## src/rtl/uart_tx_engine_pkg.sv

```systemverilog
// Shared types and constants for the random-bit UART dump path
// (transmit engine and the generate/transmit controller).
package uart_pkg;

  typedef enum logic [2:0] {
    IDLE,
    START,
    DATA,
    PARITY,
    STOP
  } tx_state_t;

  localparam logic [7:0] ASCII_ZERO = 8'h30;
  localparam logic [7:0] ASCII_ONE  = 8'h31;

  // Clocks per bit, rounded to the nearest whole cycle.
  function automatic int bit_cycles(input int clk_freq, input int baud);
    return (clk_freq + baud / 2) / baud;
  endfunction

endpackage

```

## src/rtl/uart_tx_engine_if.sv

```systemverilog
// Byte-write handshake between the dump controller (master) and the
// UART transmit engine (slave).
interface uart_tx_engine_if;
  logic [7:0] din;
  logic       wr_en;
  logic       tx_busy;
  logic       line_active;
  logic       tx_done;
  logic       overrun;

  modport master (
    output din, wr_en,
    input  tx_busy, line_active, tx_done, overrun
  );

  modport slave (
    input  din, wr_en,
    output tx_busy, line_active, tx_done, overrun
  );
endinterface

```

## src/rtl/uart_tx_engine_baud_gen.sv

```systemverilog
// Bit-period timer: restartable counter that flags the last cycle of each
// bit period (bit_tick) and the cycle before it (pre_tick).
module uart_baud_gen #(
  parameter int BIT_CYCLES = 434
) (
  input  logic clk,
  input  logic reset_n,
  input  logic restart,
  output logic bit_tick,
  output logic pre_tick
);

  localparam int CNT_W = (BIT_CYCLES > 1) ? $clog2(BIT_CYCLES) : 1;
  localparam logic [CNT_W-1:0] LAST = CNT_W'(BIT_CYCLES - 1);
  localparam logic [CNT_W-1:0] PRE  = CNT_W'(BIT_CYCLES - 2);

  logic [CNT_W-1:0] cnt;

  always_ff @(posedge clk or negedge reset_n) begin
    if (!reset_n)
      cnt <= '0;
    else if (restart || bit_tick)
      cnt <= '0;
    else
      cnt <= cnt + CNT_W'(1);
  end

  assign bit_tick = (cnt == LAST);
  assign pre_tick = (cnt == PRE);

endmodule

```

## src/rtl/uart_tx_engine.sv

```systemverilog
// Buffered UART transmitter (8N1/8E1/8O1/8N2) with a one-byte holding
// register so consecutive frames leave the pin with no idle gap.
//
// state  | meaning
// IDLE   | line high, waiting for the holding register to fill
// START  | start bit (0)
// DATA   | data bits, LSB first, idx 0..7
// PARITY | optional parity bit
// STOP   | STOP_BITS stop bits (1); tx_done in the final clock
module uart_tx_engine
  import uart_pkg::*;
#(
  parameter int CLK_FREQ   = 50_000_000,
  parameter int BAUD       = 115_200,
  parameter int PARITY_EN  = 0,
  parameter int PARITY_ODD = 0,
  parameter int STOP_BITS  = 1
) (
  input  logic              clk,
  input  logic              reset_n,
  uart_tx_engine_if.slave   bus,
  output logic              tx
);

  localparam int BIT_CYCLES = bit_cycles(CLK_FREQ, BAUD);

  tx_state_t  state, state_n;
  logic [7:0] shift, shift_n;
  logic [7:0] hold;
  logic [2:0] idx, idx_n;
  logic       stop_cnt, stop_n;
  logic       par_bit, par_n;
  logic       hold_full;
  logic       load;
  logic       tx_q, tx_n;
  logic       done_q, done_n;
  logic       overrun_q;
  logic       active_q;
  logic       bit_tick, pre_tick;
  logic       stop_last;

  uart_baud_gen #(.BIT_CYCLES(BIT_CYCLES)) u_baud (
    .clk      (clk),
    .reset_n  (reset_n),
    .restart  (load),
    .bit_tick (bit_tick),
    .pre_tick (pre_tick)
  );

  assign stop_last = (STOP_BITS == 1) || stop_cnt;

  always_ff @(posedge clk or negedge reset_n) begin
    if (!reset_n)
      state <= IDLE;
    else
      state <= state_n;
  end

  always_comb begin
    state_n = state;
    shift_n = shift;
    idx_n   = idx;
    stop_n  = stop_cnt;
    par_n   = par_bit;
    load    = 1'b0;
    done_n  = 1'b0;
    tx_n    = 1'b1;

    case (state)
      IDLE: begin
        if (hold_full)
          load = 1'b1;
      end
      START: begin
        if (bit_tick)
          state_n = DATA;
      end
      DATA: begin
        if (bit_tick) begin
          if (idx == 3'd7) begin
            state_n = (PARITY_EN != 0) ? PARITY : STOP;
            idx_n   = 3'd0;
            stop_n  = 1'b0;
          end else begin
            idx_n   = idx + 3'd1;
            shift_n = {1'b0, shift[7:1]};
          end
        end
      end
      PARITY: begin
        if (bit_tick) begin
          state_n = STOP;
          stop_n  = 1'b0;
        end
      end
      STOP: begin
        // Registered tx_done must already be high in the last clock.
        if (stop_last && pre_tick)
          done_n = 1'b1;
        if (bit_tick) begin
          if (!stop_last)
            stop_n = 1'b1;
          else if (hold_full)
            load = 1'b1;
          else
            state_n = IDLE;
        end
      end
      default: state_n = IDLE;
    endcase

    if (load) begin
      state_n = START;
      shift_n = hold;
      idx_n   = 3'd0;
      stop_n  = 1'b0;
      par_n   = (PARITY_ODD != 0) ? ~^hold : ^hold;
    end

    // tx is registered, so it follows the state being entered.
    case (state_n)
      START:   tx_n = 1'b0;
      DATA:    tx_n = shift_n[0];
      PARITY:  tx_n = par_n;
      default: tx_n = 1'b1;
    endcase
  end

  always_ff @(posedge clk or negedge reset_n) begin
    if (!reset_n) begin
      shift     <= '0;
      idx       <= '0;
      stop_cnt  <= 1'b0;
      par_bit   <= 1'b0;
      hold      <= '0;
      hold_full <= 1'b0;
      tx_q      <= 1'b1;
      done_q    <= 1'b0;
      overrun_q <= 1'b0;
      active_q  <= 1'b0;
    end else begin
      shift     <= shift_n;
      idx       <= idx_n;
      stop_cnt  <= stop_n;
      par_bit   <= par_n;
      tx_q      <= tx_n;
      done_q    <= done_n;
      overrun_q <= bus.wr_en && hold_full;
      active_q  <= (state_n != IDLE);
      // Transfer only happens when full, accept only when empty.
      if (load) begin
        hold_full <= 1'b0;
      end else if (bus.wr_en && !hold_full) begin
        hold_full <= 1'b1;
        hold      <= bus.din;
      end
    end
  end

  assign tx              = tx_q;
  assign bus.tx_busy     = hold_full;
  assign bus.line_active = active_q;
  assign bus.tx_done     = done_q;
  assign bus.overrun     = overrun_q;

endmodule

```

## src/flat_wrapper.sv

```systemverilog
// flat-port wrapper written by rule: the top's interface ports become plain ports
module uart_tx_engine_flat import uart_pkg::*;
#(
  parameter int CLK_FREQ   = 50_000_000,
  parameter int BAUD       = 115_200,
  parameter int PARITY_EN  = 0,
  parameter int PARITY_ODD = 0,
  parameter int STOP_BITS  = 1
)
  (clk, reset_n, tx, bus_din, bus_wr_en, bus_tx_busy, bus_line_active, bus_tx_done, bus_overrun);
  uart_tx_engine_if bus_i ();
  input  logic clk;
  input  logic reset_n;
  output logic tx;
  input wire logic [$bits(bus_i.din)-1:0] bus_din;
  input wire logic [$bits(bus_i.wr_en)-1:0] bus_wr_en;
  output wire logic [$bits(bus_i.tx_busy)-1:0] bus_tx_busy;
  output wire logic [$bits(bus_i.line_active)-1:0] bus_line_active;
  output wire logic [$bits(bus_i.tx_done)-1:0] bus_tx_done;
  output wire logic [$bits(bus_i.overrun)-1:0] bus_overrun;
  assign bus_i.din = bus_din;
  assign bus_i.wr_en = bus_wr_en;
  assign bus_tx_busy = bus_i.tx_busy;
  assign bus_line_active = bus_i.line_active;
  assign bus_tx_done = bus_i.tx_done;
  assign bus_overrun = bus_i.overrun;
  uart_tx_engine #(.CLK_FREQ(CLK_FREQ), .BAUD(BAUD), .PARITY_EN(PARITY_EN), .PARITY_ODD(PARITY_ODD), .STOP_BITS(STOP_BITS)) u_core (.clk(clk), .reset_n(reset_n), .bus(bus_i), .tx(tx));
endmodule
```

## config.mk

```make
export PLATFORM = sky130hd
export DESIGN_NAME = uart_tx_engine_flat
export DESIGN_NICKNAME = d
export VERILOG_FILES = /design/src/rtl/uart_tx_engine_pkg.sv /design/src/rtl/uart_tx_engine_if.sv /design/src/rtl/uart_tx_engine_baud_gen.sv /design/src/rtl/uart_tx_engine.sv /design/src/flat_wrapper.sv
export SDC_FILE = /design/constraint.sdc
export NUM_CORES = 1
export LEC_CHECK = 0
export ABC_AREA = 1
export CORE_MARGIN = 8
export CORE_UTILIZATION = 51
export DETAILED_ROUTE_END_ITERATION = 10
export GPL_ROUTABILITY_DRIVEN = 0
export GPL_TIMING_DRIVEN = 0
export PLACE_DENSITY = 0.73
export SLEW_MARGIN = 20
export SYNTH_ARGS = -nofsm -noshare
export SYNTH_HDL_FRONTEND = slang
export SYNTH_SLANG_ARGS = --single-unit
```

## constraint.sdc

```tcl
create_clock -name clk -period 1.47 [get_ports clk]
set_input_delay 0.294 -clock clk [delete_from_list [all_inputs] [get_ports clk]]
set_output_delay 0.294 -clock clk [all_outputs]
set_load 0.03 [all_outputs]
```

==> reports/qor.txt <==
result of the run -> finished with violations
failing checks -> negative setup slack
share of layout cells above drive strength 1 -> 29.6%
wire length of the first global-routing pass -> 7650 microns
number of sinks handled by clock tree synthesis -> 37
slack of the worst reg-to-reg path -> -0.11 ns
number of max-cap violations -> 0
part of the total power dissipated in combinational logic -> 19.5%
Max Freq -> 634 MHz
syn nets -> 258
Synth-to-Final Area Change -> 36.0%
count of inserted antenna diode cells -> 0
number of buffers on the longest clock path -> 2
synthesized area -> 1940 sq um
cell area after layout -> 2630 sq um
total wirelength of the detailed-routed design -> 4430 microns
cell type of the slowest stage on the worst timing path -> sky130_fd_sc_hd__dfrtp_1
count of routing violations after the opening detailed-route iteration -> 89
clock latency of the later-clocked register in the worst-skew pair -> 0.29 ns
overall via count from detail_route -> 1711
DRC Markers -> 0
Adder-Cell Fraction of Synth Area -> 3.23%
floorplan die area -> 6030 sq um
path type of the worst min-delay path -> input port to asynchronous set/reset pin
top routing layer used -> met4
gate family responsible for the most delay along the worst path -> simple AND/OR/NAND/NOR gates
worst max-slew margin expressed relative to the limit -> 69.8%
Clock Skew -> 0.00880 ns
clock tree from TritonCTS -> built
maximum fanout encountered on the critical timing path -> 7
Wirelength per Cell -> 13.4 microns
# nets final -> 299
peak per-stage delay on the critical path -> 0.40 ns
count of pins on the block boundary -> 16
metal2 WL -> 2400 microns
via count of the first global-routing pass -> 1761
post-route worst setup slack -> -0.108 ns
path type of the worst setup path -> flop to flop
simple-gate share of the synthesized area -> 31.5%
half-perimeter wire length after placement -> 2790 microns
initial cell density of the core -> 52.9%
number of distinct library cells after synthesis -> 30
proportion of netlist area held by the largest area contributor -> 46.5%
crit path time final -> 1.58 ns
critical register-to-register path startpoint -> u_core.u_baud.cnt[1]
Detailed Routing Iterations Pass 1 -> 4
internal power component -> 1.58 mW
total routing resource utilization after global routing -> 15.3%
cell count after synthesis -> 242
number of flops mapped to enable cells by yosys -> 0
die extent in x -> 77.6 microns
number of antenna violations at the first check in global routing -> 0
endpoint required time on the critical path -> 1.64 ns
count of pins over their slew limit -> 0
cell chain of the critical path -> inv_2 -> ha_4 -> nand2_4 -> inv_2 -> nand2_2 -> nor2_4 -> nand2_4 -> nand2_2 -> nand3_2 -> and2_1
worst setup path startpoint -> u_core.u_baud.cnt[1]
fraction of power spent switching nets -> 30.5%
Bufs and invs on worst path -> 2
IO buf count -> 15
reg-to-reg endpoint -> u_core.shift[0]
proportion of register bits with asynchronous set or reset after synthesis -> 100%
share of the yosys chip area belonging to registers -> 47.9%
master cell of the clock root buffer -> sky130_fd_sc_hd__clkbuf_8
relative contribution of sequential cells to total power -> 51.1%
Area after DPL -> 2160 sq um
leading cell types in the layout, fill and taps excluded -> 52 x sky130_fd_sc_hd__nand2_1, 34 x sky130_fd_sc_hd__dfrtp_1, 31 x sky130_fd_sc_hd__inv_1, 22 x sky130_fd_sc_hd__nor2_1, 14 x sky130_fd_sc_hd__a21oi_1
LEAKAGE -> 1.35 nW
main combinational cell family by area after synthesis -> simple AND/OR/NAND/NOR gates
post-route total power -> 2.28 mW
residual overflow from global routing -> 0
period utilization -> 107%
endpoints failing hold -> 0
Rows -> 22
leading register cell type out of synthesis -> sky130_fd_sc_hd__dfrtp_1
H-Tree Level Count -> 2
Core Area -> 3660 sq um
Ys Warns -> 0
post-synthesis xor/xnor area fraction -> 0%
clock share of power -> 29.4%
end point of the critical path -> u_core.shift[0]
slew at the pin closest to its max-slew limit -> 0.449 ns
largest net degree at the start of global routing -> 28
startpoint type of the worst setup path -> flop
flop and latch count out of synthesis -> 37
post-synthesis area per instance -> 8.00 sq um
DRT antenna net count -> 0
met3 wire len -> 130 microns
number of buffers added by the clock tree synthesis step -> 5
worst setup timing slack at the placement stage -> -0.210 ns
detailed-route vias per instance -> 5.15
total net switching power -> 0.694 mW
CP arrival -> 1.75 ns
RSZ-0062 raised after global routing -> yes
top cells by area in the synthesized netlist -> sky130_fd_sc_hd__dfrtp_1 47%, sky130_fd_sc_hd__nand2_1 12%, sky130_fd_sc_hd__inv_1 6.8%, sky130_fd_sc_hd__nor2_1 4.5%, sky130_fd_sc_hd__nand3_1 4.1%
die boundary height -> 77.6 microns
share of the synthesized area in compound gates (AO/OA/AOI/OAI) -> 9.63%
most common library cell in the layout ignoring fill and taps -> sky130_fd_sc_hd__nand2_1
kind of capture point of the worst setup path -> flop
number of cells traversed by the worst register-to-register path -> 10
library cell occupying the most area in the post-synthesis netlist -> sky130_fd_sc_hd__dfrtp_1
setup violation total in the final timing report -> 20
cell count along the critical path -> 10
mux contribution to synthesized area -> 0%
power per cell area -> 865 nW/um^2
peak supply drop -> 767 uV
Reg clk slew, reported paths -> 0.07 ns
total routed wire length on the met1 layer -> 1850 microns
==> synth_stat cells (all sizes together), types with 2 or more instances <==
cell type / count
a21oi: 15
and2: 2
dfrtp: 36
ha: 5
inv: 36
nand2: 69
nand3: 17
nand4: 4
nor2: 29
nor3: 8
o211ai: 3
o21ai: 6
o221ai: 3
==> registers in the layout, indices dropped and copies added (netlist names) <==
signal and flops:
u_core.bus.line_active 1, u_core.bus.overrun 1, u_core.bus.tx_busy 1, u_core.bus.tx_done 1, u_core.hold 8, u_core.idx 3, u_core.par_bit 1, u_core.shift 8
u_core.state 3, u_core.tx 1, u_core.u_baud.cnt 9
==> per-stage QoR <==
stage                     hold WS [ns]  setup TNS, ns  utilization, %  instances
after global placement           0.480         -30.78            58.6        305
after floorplan               -0.00159              0               -        242
after detailed placement         0.183          -3.14            59.1        306
after global routing             0.420          -2.74            71.9        332
after CTS                        0.409         -0.308            68.1        327
final                            0.406          -1.07            71.9        332
==> metal layers <==
metal,track usage (%),vias up
met5,0,-
met4,5.28,0
met3,4.49,6
met2,26.3,25
met1,17.6,813
li1,-,867
==> worst reg2reg max path, stage by stage, from the launching register on <==
cell and delay, ns:
sky130_fd_sc_hd__dfrtp_1 0.40, sky130_fd_sc_hd__inv_2 0.08, sky130_fd_sc_hd__ha_4 0.14, sky130_fd_sc_hd__nand2_4 0.06, sky130_fd_sc_hd__inv_2 0.06, sky130_fd_sc_hd__nand2_2 0.05, sky130_fd_sc_hd__nor2_4 0.24, sky130_fd_sc_hd__nand2_4 0.13
sky130_fd_sc_hd__nand2_2 0.09, sky130_fd_sc_hd__nand3_2 0.07, sky130_fd_sc_hd__and2_1 0.14
==> timing repair <==
| item | in CTS | in global routing |
|---|---|---|
| resized for setup | 40 | 32 |
| buffers inserted | 10 | 4 |
| setup endpoints to repair | 25 | 34 |
| hold endpoints to repair | 10 | 0 |
| gates cloned | 2 | 1 |
| hold buffers | 1 | 0 |
| pin swaps | 14 | 17 |
==> kinds of logic after synthesis <==
logic type / after synthesis
fa+ha+maj: 5
compound gates: 30
simple gates: 132
buf+inv: 38
flops: 37
==> cell type report <==
cell class	count	area (sq um)
Inverter	36	135
Tap cell	48	60.1
Timing Repair Buffer	32	300
Clock inverter	2	10.0
Fill cell	287	1030
Buffer	2	16.3
Multi-Input combinational cell	169	1110
Clock buffer	6	72.6
Sequential cell	37	930
==> power groups by stage <==
stage / clock network (mW) / registers, mW / logic [mW]
after global routing: 0.741 / 1.18 / 0.535
after CTS: 0.690 / 1.16 / 0.448
after floorplan: 0 / 1.17 / 0.306
after detailed placement: 0 / 1.18 / 0.433
after global placement: 0 / 1.17 / 0.418
final: 0.670 / 1.16 / 0.445
==> how the worst min path moves through the flow <==
stage | startpoint | endpoint | depth (start not counted)
after CTS | reset_n | u_core.hold[3] | 2
after global routing | reset_n | u_core.hold[2] | 2
final | reset_n | u_core.hold[3] | 2
after global placement | u_core.idx[0] | u_core.idx[0] | 1
after floorplan | reset_n | u_core.bus.line_active | 0
after detailed placement | reset_n | u_core.idx[0] | 1
No activity file was read; power rests on OpenSTA's default activity.
